## src/rtl/kws_weight_loader.sv

```systemverilog
// kws_weight_loader: steers a valid/ready word stream into the CNN parameter buffers, segment by segment, with per-segment commit strobes.
module kws_weight_loader #(
  parameter int DATA_W = 16,
  parameter int ADDR_W = 14,
  parameter int SZ_C1W = 72,
  parameter int SZ_C1B = 8,
  parameter int SZ_C2W = 576,
  parameter int SZ_C2B = 8,
  parameter int SZ_F1W = 10240,
  parameter int SZ_F1B = 64,
  parameter int SZ_F2W = 640,
  parameter int SZ_F2B = 10
) (
  input  logic              clk,
  input  logic              rst,
  input  logic              start,
  input  logic              abort,
  input  logic [7:0]        seg_en,
  input  logic [DATA_W-1:0] in_data,
  input  logic              in_valid,
  output logic              in_ready,
  output logic [2:0]        wr_seg,
  output logic [ADDR_W-1:0] wr_addr,
  output logic [DATA_W-1:0] wr_data,
  output logic              wr_en,
  output logic [7:0]        load_strobe,
  output logic              busy,
  output logic              done
);
  typedef enum logic [1:0] {IDLE, STREAM, COMMIT} state_t;
  state_t r_state, w_nxt;
  logic [2:0] r_seg;
  logic [ADDR_W-1:0] r_cnt;
  logic [7:0] r_en_mask, w_above;
  logic w_xfer, w_kill, w_last, w_more;
  function automatic int seg_size(input logic [2:0] s);
    case (s)
      3'd0: seg_size = SZ_C1W;
      3'd1: seg_size = SZ_C1B;
      3'd2: seg_size = SZ_C2W;
      3'd3: seg_size = SZ_C2B;
      3'd4: seg_size = SZ_F1W;
      3'd5: seg_size = SZ_F1B;
      3'd6: seg_size = SZ_F2W;
      default: seg_size = SZ_F2B;
    endcase
  endfunction
  function automatic logic [2:0] lowest(input logic [7:0] m);
    lowest = '0;
    for (int i = 7; i >= 0; i--) if (m[i]) lowest = 3'(i);
  endfunction
  always_comb begin
    in_ready = r_state == STREAM && !abort;
    w_xfer = in_valid && in_ready;
    w_kill = abort && r_state != IDLE;
    w_last = r_cnt == ADDR_W'(seg_size(r_seg) - 1);
    w_above = r_en_mask & (8'hFE << r_seg);
    w_more = |w_above;
  end
  always_comb begin
    w_nxt = r_state;
    case (r_state)
      IDLE: w_nxt = start && |seg_en ? STREAM : IDLE;
      STREAM: w_nxt = w_xfer && w_last ? COMMIT : STREAM;
      default: w_nxt = w_more ? STREAM : IDLE;
    endcase
    if (w_kill) w_nxt = IDLE;
  end
  always_ff @(posedge clk) begin
    if (rst) r_state <= IDLE;
    else r_state <= w_nxt;
  end
  // abort clears the datapath like rst, so the interrupted segment never strobes
  always_ff @(posedge clk) begin
    if (rst || w_kill) begin
      r_seg <= '0;
      r_cnt <= '0;
      r_en_mask <= '0;
      wr_en <= 1'b0;
      wr_seg <= '0;
      wr_addr <= '0;
      wr_data <= '0;
      load_strobe <= '0;
      busy <= 1'b0;
      done <= 1'b0;
    end else begin
      wr_en <= w_xfer;
      load_strobe <= r_state == COMMIT ? 8'd1 << r_seg : 8'd0;
      done <= (r_state == IDLE && start && seg_en == 8'd0) || (r_state == COMMIT && !w_more);
      busy <= w_nxt != IDLE;
      if (r_state == IDLE && start) begin
        r_en_mask <= seg_en;
        r_seg <= lowest(seg_en);
        r_cnt <= '0;
      end
      if (w_xfer) begin
        wr_seg <= r_seg;
        wr_addr <= r_cnt;
        wr_data <= in_data;
        r_cnt <= r_cnt + 1'b1;
      end
      if (r_state == COMMIT && w_more) begin
        r_seg <= lowest(w_above);
        r_cnt <= '0;
      end
    end
  end
endmodule

```

## config.mk

```make
export PLATFORM = sky130hd
export DESIGN_NAME = kws_weight_loader
export DESIGN_NICKNAME = d
export VERILOG_FILES = /design/src/rtl/kws_weight_loader.sv
export SDC_FILE = /design/constraint.sdc
export NUM_CORES = 1
export LEC_CHECK = 0
export CAP_MARGIN = 10
export CELL_PAD_IN_SITES_DETAIL_PLACEMENT = 1
export CELL_PAD_IN_SITES_GLOBAL_PLACEMENT = 2
export CORE_ASPECT_RATIO = 0.5
export CORE_UTILIZATION = 30
export CTS_CLUSTER_SIZE = 28
export DETAILED_ROUTE_END_ITERATION = 8
export PLACE_DENSITY = 0.88
export SETUP_SLACK_MARGIN = 0.5
export SYNTH_ARGS = -nofsm -noshare
export SYNTH_HDL_FRONTEND = slang
export SYNTH_SLANG_ARGS = --single-unit
```

## constraint.sdc

```tcl
create_clock -name clk -period 5 [get_ports clk]
set_input_delay 1 -clock clk [delete_from_list [all_inputs] [get_ports clk]]
set_output_delay 1 -clock clk [all_outputs]
set_load 0.05 [all_outputs]
```

==> reports/qor.json <==
{
  "number_of_inserted_filler_cells_in_the_final_layout": {"value": 1151},
  "route.vias.total": {"value": 2917},
  "die_span_y": {"value": 73.4, "unit": "um"},
  "totalNegativeSetupSlack": {"value": 0, "unit": "ns"},
  "drt_pass1_iterations": {"value": 4},
  "critical_path_arrival": {"value": 2.52, "unit": "ns"},
  "crit_path_max_delay_family": {"value": "buffers and inverters"},
  "peakVddDrop": {"value": 0.000166, "unit": "V"},
  "design.core.area": {"value": 9670, "unit": "sq um"},
  "boundaryPins": {"value": 74},
  "critical_path.startpoint_type": {"value": "input pin"},
  "clock-skew-final": {"value": 0.00306, "unit": "ns"},
  "first_global_vias": {"value": 2910},
  "layout_overhead_on_the_synthesized_area": {"value": 38.2, "unit": "%"},
  "critical_path.max_stage_delay": {"value": 0.82, "unit": "ns"},
  "clock-root-buffer": {"value": "clkbuf_16"},
  "clkSlewWorstSetupHoldPaths": {"value": 0.05, "unit": "ns"},
  "number_of_antenna_violations_at_the_first_check_in_global_routing": {"value": 0},
  "share_of_flip_flops_with_an_asynchronous_set_or_reset_after_synthesis": {"value": 0, "unit": "%"},
  "timing.critical_path.mode_cell": {"value": "clkdlybuf4s50_1"},
  "seq_area_frac_synth": {"value": 45.8, "unit": "%"},
  "fin_util": {"value": 43.7, "unit": "%"},
  "cts_repair_resize_count": {"value": 0},
  "finalSetupViolations": {"value": 0},
  "power.density_cell_area": {"value": 341, "unit": "nW/um^2"},
  "postSynthNetCount": {"value": 418},
  "preCtsSetupSlack": {"value": 1.46, "unit": "ns"},
  "critPathMaxFanout": {"value": 6},
  "postRouteWirelength": {"value": 8.72, "unit": "mm"},
  "dieArea": {"value": 10600, "unit": "sq um"},
  "maxCapViolations": {"value": 0},
  "criticalPathCategory": {"value": "in2out"},
  "clock_latency": {"value": 0.33, "unit": "ns"},
  "number_of_h_tree_levels": {"value": 3},
  "route.antenna.remaining_nets": {"value": 0},
  "grt_max_degree": {"value": 28},
  "critical-path-slowest-cell": {"value": "clkdlybuf4s50_1"},
  "period_needed": {"value": 3.52, "unit": "ns"},
  "grt.total_usage": {"value": 17.9, "unit": "%"},
  "grt_use_met3": {"value": 5.15, "unit": "%"},
  "insertedDiodeCount": {"value": 0},
  "synth_cell_types": {"value": 51},
  "numClockSinks": {"value": 70},
  "finalWorstSetupSlack": {"value": 1.48, "unit": "ns"},
  "initialDrtViolationCount": {"value": 110},
  "reg2reg_slack": {"value": 2.55, "unit": "ns"},
  "gr-max-usage-layer": {"value": "met2"},
  "detail_route.drc_violations": {"value": 0},
  "ratio_of_cells_with_drive_above_1_in_the_final_layout": {"value": 7.93, "unit": "%"},
  "synth.cell_area": {"value": 3060, "unit": "sq um"},
  "max_slew.worst_pin.slew": {"value": 0.992, "unit": "ns"},
  "worstPathBufferInverterCount": {"value": 2},
  "tritoncts": {"value": "yes"},
  "hold_violations": {"value": 0},
  "count_of_flip_flops_with_a_built_in_enable_after_synthesis": {"value": 0},
  "placement_rows": {"value": 25},
  "groute.layer.met2.usage": {"value": 30.6, "unit": "%"},
  "die_x": {"value": 145, "unit": "um"},
  "ctsLongestPathBuffers": {"value": 2},
  "leakagePower": {"value": 0.00139, "unit": "uW"},
  "grt_pass1_wl": {"value": 14.4, "unit": "mm"},
  "setup_fix_bufs_post_cts": {"value": 0},
  "post_synth_inst_count": {"value": 388},
  "gp_congestion": {"value": 0.754},
  "ys.flop_type": {"value": "dfxtp_1"},
  "postSynthAreaPerCell": {"value": 7.88, "unit": "sq um"},
  "synth-warning-count": {"value": 0},
  "grt_setup_unrepaired": {"value": "no"},
  "grt_ovf": {"value": 0},
  "finalPower": {"value": 1440, "unit": "uW"},
  "hpwlAfterDp": {"value": 5.89, "unit": "mm"},
  "cts_hold_repair.buffers": {"value": 0},
  "final.period_utilization": {"value": 70.4, "unit": "%"},
  "cts-buffers-inserted": {"value": 9},
  "worst_hold_path_type": {"value": "reg2reg"},
  "outcome": {"value": "finished, final reports clean"},
  "ys_seq_elements": {"value": 70},
  "crit_required": {"value": 4.00, "unit": "ns"},
  "routed_wire_per_std_cell": {"value": 14.8, "unit": "um"},
  "route.detailed.vias_per_inst": {"value": 4.95},
  "grt_util_met1": {"value": 21.9, "unit": "%"},
  "max_freq": {"value": 284, "unit": "MHz"},
  "worstPathCellList": {"value": "clkdlybuf4s50_1, nor3b_1, clkdlybuf4s50_1"},
  "layout.nets": {"value": 479},
  "worst_slew_margin_rel": {"value": 33.9, "unit": "%"},
  "initial_standard_cell_utilization_of_the_core": {"value": 31.6, "unit": "%"},
  "finalMaxSlewViolations": {"value": 0},
  "placement.io_buffers": {"value": 73},
  "worst_setup_path_end_kind": {"value": "primary output"}
}
## per-layer routing
metal / part of all wire (%) / vias to the layer above
li1: - / 1454
met1: 47 / 1413
met2: 49 / 44
met3: 3.4 / 6
met4: 0.84 / 0
met5: 0 / -
## cells in the mapped netlist (2+ instances only)
cell type	number	area (sq um)
a21o_1	2	15.0
a21oi_1	53	265
a32oi_1	4	35.0
and2_1	3	18.8
buf_1	8	30.0
clkbuf_1	16	60.1
dfxtp_1	70	1400
inv_1	4	15.0
mux2_2	5	56.3
nand2_1	103	387
nand2b_1	3	18.8
nand3_1	5	25.0
nand3b_1	3	22.5
nand4_1	8	50.1
nor2_1	34	128
nor2b_1	4	25.0
nor3_1	10	50.1
nor3b_1	3	22.5
o211ai_1	3	22.5
o21a_1	3	22.5
o21ai_0	9	45.0
o21bai_1	2	15.0
o2bb2ai_1	2	17.5
or2_2	2	12.5
or3_1	3	18.8
## registers in the layout, indices dropped and copies added, names as in the netlist
name,cells
r_seg,3
r_cnt,14
wr_data,16
r_state,2
r_en_mask,7
busy,1
done,1
wr_seg,3
wr_addr,14
wr_en,1
load_strobe,8
## layout by cell type, fill, tap and decap left out, types with 2 or more instances in the layout
| cell | count |
|---|---|
| nand4_1 | 8 |
| a32oi_1 | 4 |
| dfxtp_1 | 70 |
| o2bb2ai_1 | 2 |
| or3_1 | 3 |
| nand3_1 | 5 |
| nor3b_1 | 3 |
| bufinv_16 | 3 |
| buf_4 | 3 |
| clkinv_2 | 2 |
| o21bai_1 | 2 |
| a21o_1 | 2 |
| or2_2 | 2 |
| a21oi_1 | 53 |
| inv_1 | 4 |
| nor3_1 | 10 |
| and2_1 | 3 |
| nand2b_1 | 3 |
| o211ai_1 | 3 |
| o21a_1 | 3 |
| nor2_1 | 34 |
| clkdlybuf4s50_1 | 73 |
| clkbuf_16 | 9 |
| nand3b_1 | 3 |
| nand2_1 | 103 |
| mux2_2 | 5 |
| o21ai_0 | 9 |
| nor2b_1 | 4 |
## where the power goes
part           internal, uW  switching [uW]  total, uW
Sequential              567            12.3        579
Clock                   499             240        739
Combinational          49.1            73.3        122
## stage by stage
stage          std cells  hold slack [ns]  instance area (sq um)
2_1_floorplan        388            0.444                   3060
3_3_place_gp         573            0.441                   3880
3_5_place_dp         573            0.449                   3880
4_1_cts              589            0.457                   4230
5_1_grt              589            0.475                   4230
6_report             589            0.453                   4230
## worst reg2reg max path, cell delays in order (launching register included)
cell,delay [ns]
dfxtp_1,0.77
or3b_2,0.28
nand4_1,0.23
o31ai_4,0.38
nand2_1,0.43
nor3_1,0.28
## kinds of logic (layout without fill, tap and decap cells)
logic type,count (synthesis),after routing,share of synthesized area [%]
AOI/OAI and AO/OA,89,89,18.8
muxes,5,5,1.84
xor gates and xnor gates,1,1,0.286
adders and majority gates,1,1,0.409
DFF,70,70,45.8
buffers and inverters,30,96,3.97
and+or+nand+nor,192,192,28.8
## layout make-up
class | instances | area [sq um] | area share [%]
multi-input cells | 288 | 1540 | 36.4
flip-flops and latches | 70 | 1400 | 33.2
repair buffers | 76 | 753 | 17.8
clock buffers | 10 | 239 | 5.65
well taps | 135 | 169 | 4.00
clock inverters | 6 | 109 | 2.58
inverters | 4 | 15.0 | 0.355
## final timing paths
check,cells past startpoint,start,to
setup reg to reg,5,r_seg[0]$_SDFFE_PP0P_,r_cnt[6]$_SDFFE_PP0P_
setup / recovery,3,abort,in_ready
hold reg to reg,2,wr_data[15]$_SDFFE_PP0P_,wr_data[15]$_SDFFE_PP0P_
hold / removal,2,wr_data[15]$_SDFFE_PP0P_,wr_data[15]$_SDFFE_PP0P_
(Power assumes the default switching activity.)
